===== src/rtl/btb_pkg.sv =====
// Shared types and constants for the branch target buffer.
package btb_pkg;

    localparam int unsigned PC_W = 16;

    localparam logic [1:0] CTR_SNT         = 2'b00;
    localparam logic [1:0] CTR_WNT         = 2'b01;
    localparam logic [1:0] CTR_WT          = 2'b10;
    localparam logic [1:0] CTR_ST          = 2'b11;
    localparam logic [1:0] CTR_RESET       = CTR_WNT;
    localparam logic [1:0] CTR_ALLOC_TAKEN = CTR_WT;

    // Tag is held right-aligned in a full-width field so the type is independent of table depth.
    typedef struct packed {
        logic            valid;
        logic [PC_W-1:0] tag;
        logic [PC_W-1:0] target;
        logic [1:0]      ctr;
    } btb_entry_t;

endpackage


===== src/rtl/btb_ctr2.sv =====
// 2-bit saturating branch counter next-state; jumps force strongly taken.
module btb_ctr2
    import btb_pkg::*;
(
    input  logic [1:0] i_ctr,
    input  logic       i_taken,
    input  logic       i_jump,
    output logic [1:0] o_next_c
);

    always_comb begin
        o_next_c = i_ctr;
        if (i_jump) begin
            o_next_c = CTR_ST;
        end else if (i_taken) begin
            if (i_ctr != CTR_ST) o_next_c = i_ctr + 2'd1;
        end else begin
            if (i_ctr != CTR_SNT) o_next_c = i_ctr - 2'd1;
        end
    end

endmodule


===== src/rtl/branch_target_buffer.sv =====
// Direct-mapped BTB with 2-bit counters: zero-latency lookup, edge-registered update.
// Optional perf counters (perf_hits, perf_mispred) under `define BTB_PERF_EN.
module branch_target_buffer
    import btb_pkg::*;
#(
    parameter int unsigned ENTRIES = 8
) (
    input  logic            clk,
    input  logic            rst_n,
    input  logic            lookup_valid,
    input  logic [PC_W-1:0] lookup_pc,
    output logic            pred_hit,
    output logic            pred_taken,
    output logic [PC_W-1:0] pred_next_pc,
    input  logic            upd_valid,
    input  logic [PC_W-1:0] upd_pc,
    input  logic [PC_W-1:0] upd_target,
    input  logic            upd_taken,
    input  logic            upd_jump,
    input  logic            upd_mispredict,
    input  logic            inv_all
`ifdef BTB_PERF_EN
    ,
    output logic [15:0]     perf_hits,
    output logic [15:0]     perf_mispred
`endif
);

    localparam int unsigned IDX_W = $clog2(ENTRIES);

    btb_entry_t r_table [ENTRIES];

    logic [IDX_W-1:0] w_lk_idx;
    logic [PC_W-1:0]  w_lk_tag;
    btb_entry_t       w_lk_entry;
    logic [IDX_W-1:0] w_up_idx;
    logic [PC_W-1:0]  w_up_tag;
    btb_entry_t       w_up_entry;
    logic             w_up_hit;
    logic             w_up_taken;
    logic             w_up_write;
    logic [1:0]       w_ctr_next;
    btb_entry_t       w_up_new;

    // Lookup reads registered state only; a same-cycle update is not bypassed.
    assign w_lk_idx     = lookup_pc[IDX_W:1];
    assign w_lk_tag     = PC_W'(lookup_pc >> (IDX_W + 1));
    assign w_lk_entry   = r_table[w_lk_idx];
    assign pred_hit     = lookup_valid & w_lk_entry.valid & (w_lk_entry.tag == w_lk_tag);
    assign pred_taken   = pred_hit & w_lk_entry.ctr[1];
    assign pred_next_pc = pred_taken ? w_lk_entry.target : lookup_pc + PC_W'(2);

    assign w_up_idx   = upd_pc[IDX_W:1];
    assign w_up_tag   = PC_W'(upd_pc >> (IDX_W + 1));
    assign w_up_entry = r_table[w_up_idx];
    assign w_up_hit   = w_up_entry.valid & (w_up_entry.tag == w_up_tag);
    assign w_up_taken = upd_taken | upd_jump;
    assign w_up_write = upd_valid & (w_up_hit | w_up_taken);

    btb_ctr2 u_ctr2 (
        .i_ctr    (w_up_entry.ctr),
        .i_taken  (w_up_taken),
        .i_jump   (upd_jump),
        .o_next_c (w_ctr_next)
    );

    // New entry contents: train on hit, allocate on taken miss.
    always_comb begin
        w_up_new       = w_up_entry;
        w_up_new.valid = 1'b1;
        w_up_new.tag   = w_up_tag;
        if (w_up_taken) w_up_new.target = upd_target;
        if (w_up_hit)        w_up_new.ctr = w_ctr_next;
        else if (upd_jump)   w_up_new.ctr = CTR_ST;
        else                 w_up_new.ctr = CTR_ALLOC_TAKEN;
    end

    always_ff @(posedge clk) begin
        if (!rst_n || inv_all) begin
            for (int i = 0; i < int'(ENTRIES); i++) begin
                r_table[i] <= '{valid: 1'b0, tag: '0, target: '0, ctr: CTR_RESET};
            end
        end else if (w_up_write) begin
            r_table[w_up_idx] <= w_up_new;
        end
    end

`ifdef BTB_PERF_EN
    logic [15:0] r_perf_hits;
    logic [15:0] r_perf_mispred;

    // Saturating event counters; inv_all leaves them alone.
    always_ff @(posedge clk) begin
        if (!rst_n) begin
            r_perf_hits    <= '0;
            r_perf_mispred <= '0;
        end else begin
            if (pred_hit && r_perf_hits != 16'hFFFF) r_perf_hits <= r_perf_hits + 16'd1;
            if (upd_valid && upd_mispredict && r_perf_mispred != 16'hFFFF)
                r_perf_mispred <= r_perf_mispred + 16'd1;
        end
    end

    assign perf_hits    = r_perf_hits;
    assign perf_mispred = r_perf_mispred;
`else
    logic w_unused_mispredict;
    assign w_unused_mispredict = upd_mispredict;
`endif

endmodule


===== config.mk =====
export PLATFORM = sky130hd
export DESIGN_NAME = branch_target_buffer
export DESIGN_NICKNAME = d
export VERILOG_FILES = /design/src/rtl/btb_pkg.sv /design/src/rtl/btb_ctr2.sv /design/src/rtl/branch_target_buffer.sv
export SDC_FILE = /design/constraint.sdc
export NUM_CORES = 1
export LEC_CHECK = 0
export CAP_MARGIN = 20
export CELL_PAD_IN_SITES_DETAIL_PLACEMENT = 1
export CELL_PAD_IN_SITES_GLOBAL_PLACEMENT = 1
export CORE_MARGIN = 4
export CORE_UTILIZATION = 46
export CTS_BUF_LIST = sky130_fd_sc_hd__clkbuf_4
export CTS_CLUSTER_DIAMETER = 30
export DETAILED_ROUTE_END_ITERATION = 16
export PLACE_DENSITY = 0.76
export SETUP_SLACK_MARGIN = 0.5
export SYNTH_ARGS = -nofsm -noshare
export SYNTH_HDL_FRONTEND = slang
export SYNTH_SLANG_ARGS = --single-unit

===== constraint.sdc =====
create_clock -name clk -period 4.5 [get_ports clk]
set_clock_uncertainty 0.05 [all_clocks]
set_input_delay 0.9 -clock clk [delete_from_list [all_inputs] [get_ports clk]]
set_output_delay 0.9 -clock clk [all_outputs]
set_load 0.05 [all_outputs]

======== Word-level counts from Yosys, hierarchy flattened ========
Memory sizes are Yosys's and may differ from the RTL's.
Index checks and enable logic that the tools add are counted.
storage, ports and cells
  word-level logic and storage cells ...... 34
  memories ................................ 1
  bits in writable memories ............... 248
  output and inout bits ................... 18
  bits of input ports ..................... 56
  register bits ........................... 0
cells by class
  reductions and logical operators ........ 4
  bitwise logic cells ..................... 7
  equal/unequal tests ..................... 3
  muxes and demuxes ....................... 16
  $add $sub $neg .......................... 3
memory list
  name     words  width  read ports  clocked after memory_dff  write ports  RTL line                    source
  r_table  8      31     2           0                         8            branch_target_buffer.sv:31  btb_entry_t r_table [ENTRIES];
operators with widths
  operator                                          count
  equality test 16 x 12 -> 1 bit                    2
  2-to-1 mux 16 bit                                 2
  2-to-1 mux 31 bit                                 1
  OR reduction 31 bit                               1
  adder 16 x 2 -> 16 bit, second input constant     1
  2-to-1 mux 2 bit                                  5
  2-to-1 mux 1 bit                                  7
  AND 1 bit                                         5
  2-to-1 mux 3 bit                                  1
  adder 2 x 1 -> 2 bit, second input constant       1
  != test 2 bit, second input constant              1
  OR 1 bit                                          2
  nonzero test 2 bit                                1
  subtractor 2 x 1 -> 2 bit, second input constant  1
  logical NOT 1 bit                                 1
  logical OR 1 bit                                  1

======== Depth between registers and ports, before layout ========
An unclocked memory read counts as a cell.
  depth after elaboration ................. 10
  mapped depth ............................ 12
  gate-level depth less buffers ........... 8

======== Modules after synthesis ========
From an unflattened synthesis, not the netlist that was laid out.
second synthesis, totals
  cell total of the unflattened synthesis .. 1128
  area, all modules ....................... 13464.2 um^2
by module, submodules not included
  module                cells an instance  seq. area each (um^2)  times used  area each (um^2)
  branch_target_buffer  1121               7367.1                 1           13427.9
  btb_ctr2              7                  0.0                    1           36.3

======== Worst setup path before layout ========
OpenSTA, ideal clock, no wires.
  path kind ............................... input to output
  from .................................... in lookup_pc[1]
  to ...................................... out pred_next_pc[4]
  setup slack ............................. -0.876 ns
  arrival time ............................ 4.426 ns
  cell stages on the path ................. 10
  required time ........................... 3.550 ns
  cells stage by stage .................... buf_6 mux4_2 mux2i_1 xor2_1 nand4_1 or4_1 or4_1 buf_2 mux2i_1 a211oi_1
on the way
  word-level cells in the longest chain between the ends .. 5
  elaborated cells between the ends (all ways) .. 7
  those cells by class .................... add/sub: 1; eq/ne: 1; mux: 1; bitwise: 3; memory: 1
RTL lines
  what                                                                RTL line                    source
  start: declaration                                                  branch_target_buffer.sv:11  input logic [PC_W-1:0] lookup_pc,
  memory (8 x 31 bit)                                                 --
  equality test 16 x 12 -> 1 bit / AND 1 bit (equally long branches)  branch_target_buffer.sv:49  assign pred_hit = lookup_valid & w_lk_entry.valid & (w_lk_entry.tag == w_lk_tag);
  AND 1 bit                                                           branch_target_buffer.sv:49
  AND 1 bit                                                           branch_target_buffer.sv:50  assign pred_taken = pred_hit & w_lk_entry.ctr[1];
  2-to-1 mux 16 bit (*)                                               branch_target_buffer.sv:51  assign pred_next_pc = pred_taken ? w_lk_entry.target : lookup_pc + PC_W'(2);
  end: declaration                                                    branch_target_buffer.sv:14  output logic [PC_W-1:0] pred_next_pc,
Every way passes the cells marked *; elsewhere a longest branch is shown, timed or not.

==> impl_metrics.toml <==
[run_status]
status = "finished with violations"
violations = "setup timing"

[cells_and_area]
drive_gt1_share_pct = 30.9
top_regs = "r_table x248"
top_register = "r_table"
nets = 1359
syn2layout_area_growth_pct = 28.0
layout.cells.most_common = "edfxtp_1"
mostFrequentLayoutCells = "edfxtp_1, nor2_1, clkbuf_4, buf_4, mux2i_1"
largest_reg_flops = 248
fin_util_pct = 60.0
final_cell_area_mm2 = 0.0173

[clock_tree]
cts_hold_buf = 0
clock_latency_ps = 700
cts_num_sinks = 248
cts_buffer_depth = 3
cts_tree = "done"
cts_buffers = 69
htree_levels = 3
cts-root-buf = "clkbuf_4"
path_clk_slew_ps = 70

[timing]
finalHoldViolations = 0
slew_violations = 0
fin_crit_sh_pct = 107
fin_crit_ps = 4830
setup_slack_ps = -329
fmax_mhz = 207
setup_viol_count_final = 17
tightest_slew_ps = 1130
slew_headroom_pct = 24.1
rsz0062_at_grt = "yes"

[logic_synthesis]
ys_ff_latch = 248
synth_top_area_cell = "edfxtp_1"
post_synth.cell_area_avg_um2 = 12.2
synth_edf_count = 240
synthFlopType = "edfxtp_1"
synth.area.top_cells = "edfxtp_1, mux4_2, mux2i_1"
postSynth.asyncResetShare_pct = 0
synth_top_area_share_pct = 53.4
synth_area_mm2 = 0.0135
yosysWarnings = 0
syn-num-nets = 1162
synth_cells = 1105
ys_seq_area_share_pct = 54.6
synth_cell_types = 51

[floorplan]
die_area_mm2 = 0.0321
die_x_um = 179
fp.coreArea_mm2 = 0.0288
pin_count = 74
placementRows = 62
chipHeight_um = 179
start_util_pct = 46.9

[critical_path]
critPathBufInv = 2
r2r-start = "r_table[0][28]$_DFFE_PP_"
critPathCaptureType = "output port"
crit_path_top_delay_cell = "or4_4"
r2r-end = "r_table[5][25]$_DFFE_PP_"
start_kind = "flop"
cp_max_fo = 3
path_class = "reg2out"
reg2reg_slack_ps = 950
arrival_ps = 3880
cp_cell_sequence = "mux4_2 -> mux2i_2 -> xor2_1 -> nand4_1 -> buf_4 -> or4_4 -> or4_4 -> mux2i_2 -> a211oi_4 -> buf_12"
cp.required_ps = 3550
reg2regPathDepth = 10
crit_family = "simple AND/OR/NAND/NOR gates"
cp_slowest_stage_delay_ps = 540
cp.depth = 10

[placed_design]
dpl_worst_slack_ps = -498
dp_hpwl_um = 31900
routabilityCongestion = 0.839
placed_area_mm2 = 0.0159
port_buffers = 71

[global_route]
grt-ovfl-total = 0
antenna_found_initial = 1
grt_pass1_vias = 11885
grt_max_degree = 39
grt_use_total_pct = 30.7
grt_pass1_wl_um = 72700

[power_and_ir_drop]
p_leak_uw = 0.00678
power_uw = 5730
p_per_area_mw_per_mm2 = 332
max-vdd-ir-drop_v = 0.000145

[route]
avgViaCountPerCell = 6.37
drt_iter0_drc = 1310
drt_pass1_iterations = 7
wire_per_inst_um = 28.3
antenna_left = 0
wl_um = 49400
num_vias = 11096
drc = 0

[job]
cap_violations = 0

[worst_hold_path]
hold_end = "r_table[4][30]$_SDFFE_PP1P_"
hp-class = "reg2reg"
hp-start = "r_table[4][30]$_SDFFE_PP1P_"
hold_depth = 2
==> area by class of cell <==
type	count	area, µm²
Multi-Input combinational cell	751	6020
Timing Repair Buffer	210	2420
Clock inverter	26	148
Clock buffer	97	728
Sequential cell	248	7370
Inverter	22	86.3
Fill cell	2861	11500
Tap cell	384	480
Antenna cell	5	12.5
==> cells in the mapped netlist (3+ instances only) <==
master,n
nand4_1,14
a221oi_1,13
a22oi_1,8
o22ai_1,6
nor2_1,226
o21a_1,3
edfxtp_1,240
buf_2,24
nand3_1,24
o221ai_1,4
inv_1,21
mux4_2,75
and2_1,3
or4_1,3
nor3_1,41
nand2b_1,6
xor2_1,12
buf_1,9
nand2_1,74
dfxtp_1,8
o21ai_0,28
a211oi_1,4
o22a_1,3
a22o_1,10
o211ai_1,9
clkbuf_1,49
nor4_1,6
mux2_2,17
nor2b_1,7
xnor2_1,18
a21oi_1,27
mux2i_1,91
==> metal layers <==
| layer | wire length, µm | part of all wire [%] | track usage (%) |
|---|---|---|---|
| met1 | 18800 | 38 | 40.4 |
| met2 | 24000 | 49 | 50.8 |
| met3 | 4490 | 9.1 | 5.59 |
| met4 | 1990 | 4.0 | 12.3 |
| met5 | 0 | 0 | 0 |
==> per-stage QoR <==
step	cells	TNS, ps	hold WS (ps)
after floorplan	1105	-594	378
after global placement	1591	-5850	392
after detailed placement	1591	-7380	405
after CTS	1727	-3330	415
after global routing	1743	-5970	434
final	1743	-4110	419
==> power by group <==
| part | total, µW | switching [µW] | internal, µW |
|---|---|---|---|
| registers | 2730 | 72.7 | 2650 |
| logic | 937 | 530 | 406 |
| clock network | 2060 | 1000 | 1060 |
==> logic make-up (layout without fill, tap and decap cells) <==
| family | after synthesis | count (layout) | synth area share (%) |
|---|---|---|---|
| flops | 248 | 248 | 54.6 |
| simple gates | 413 | 413 | 13.2 |
| other cells | 0 | 5 | 0 |
| mux | 183 | 183 | 20.7 |
| fa+ha+maj | 2 | 2 | 0.167 |
| compound gates | 123 | 123 | 6.14 |
| buf+inv | 106 | 355 | 3.26 |
| xor+xnor | 30 | 30 | 1.95 |
==> worst max-delay path by stage <==
stage                                        start               to  slack (ps)
after global placement                lookup_pc[1]  pred_next_pc[4]        -430
after floorplan                       lookup_pc[1]  pred_next_pc[5]        -190
after CTS                 r_table[1][29]$_DFFE_PP_  pred_next_pc[5]        -350
after global routing      r_table[0][25]$_DFFE_PP_  pred_next_pc[4]        -450
after detailed placement              lookup_pc[2]  pred_next_pc[5]        -500
final                     r_table[3][19]$_DFFE_PP_  pred_next_pc[5]        -330
==> tightest hold or removal path, delay by kind of cell (launching register included) <==
kind             cells  cell delay [ps]
DFF                  1              330
and+or+nand+nor      2              100
==> what timing repair did <==
item                       CTS  global route
gates resized for setup     36            14
pin swaps                    5             5
cloned                       1             1
setup buffers               12             9
setup endpoints to repair   18            18
Note: power is estimated with default switching activity, not from simulation.
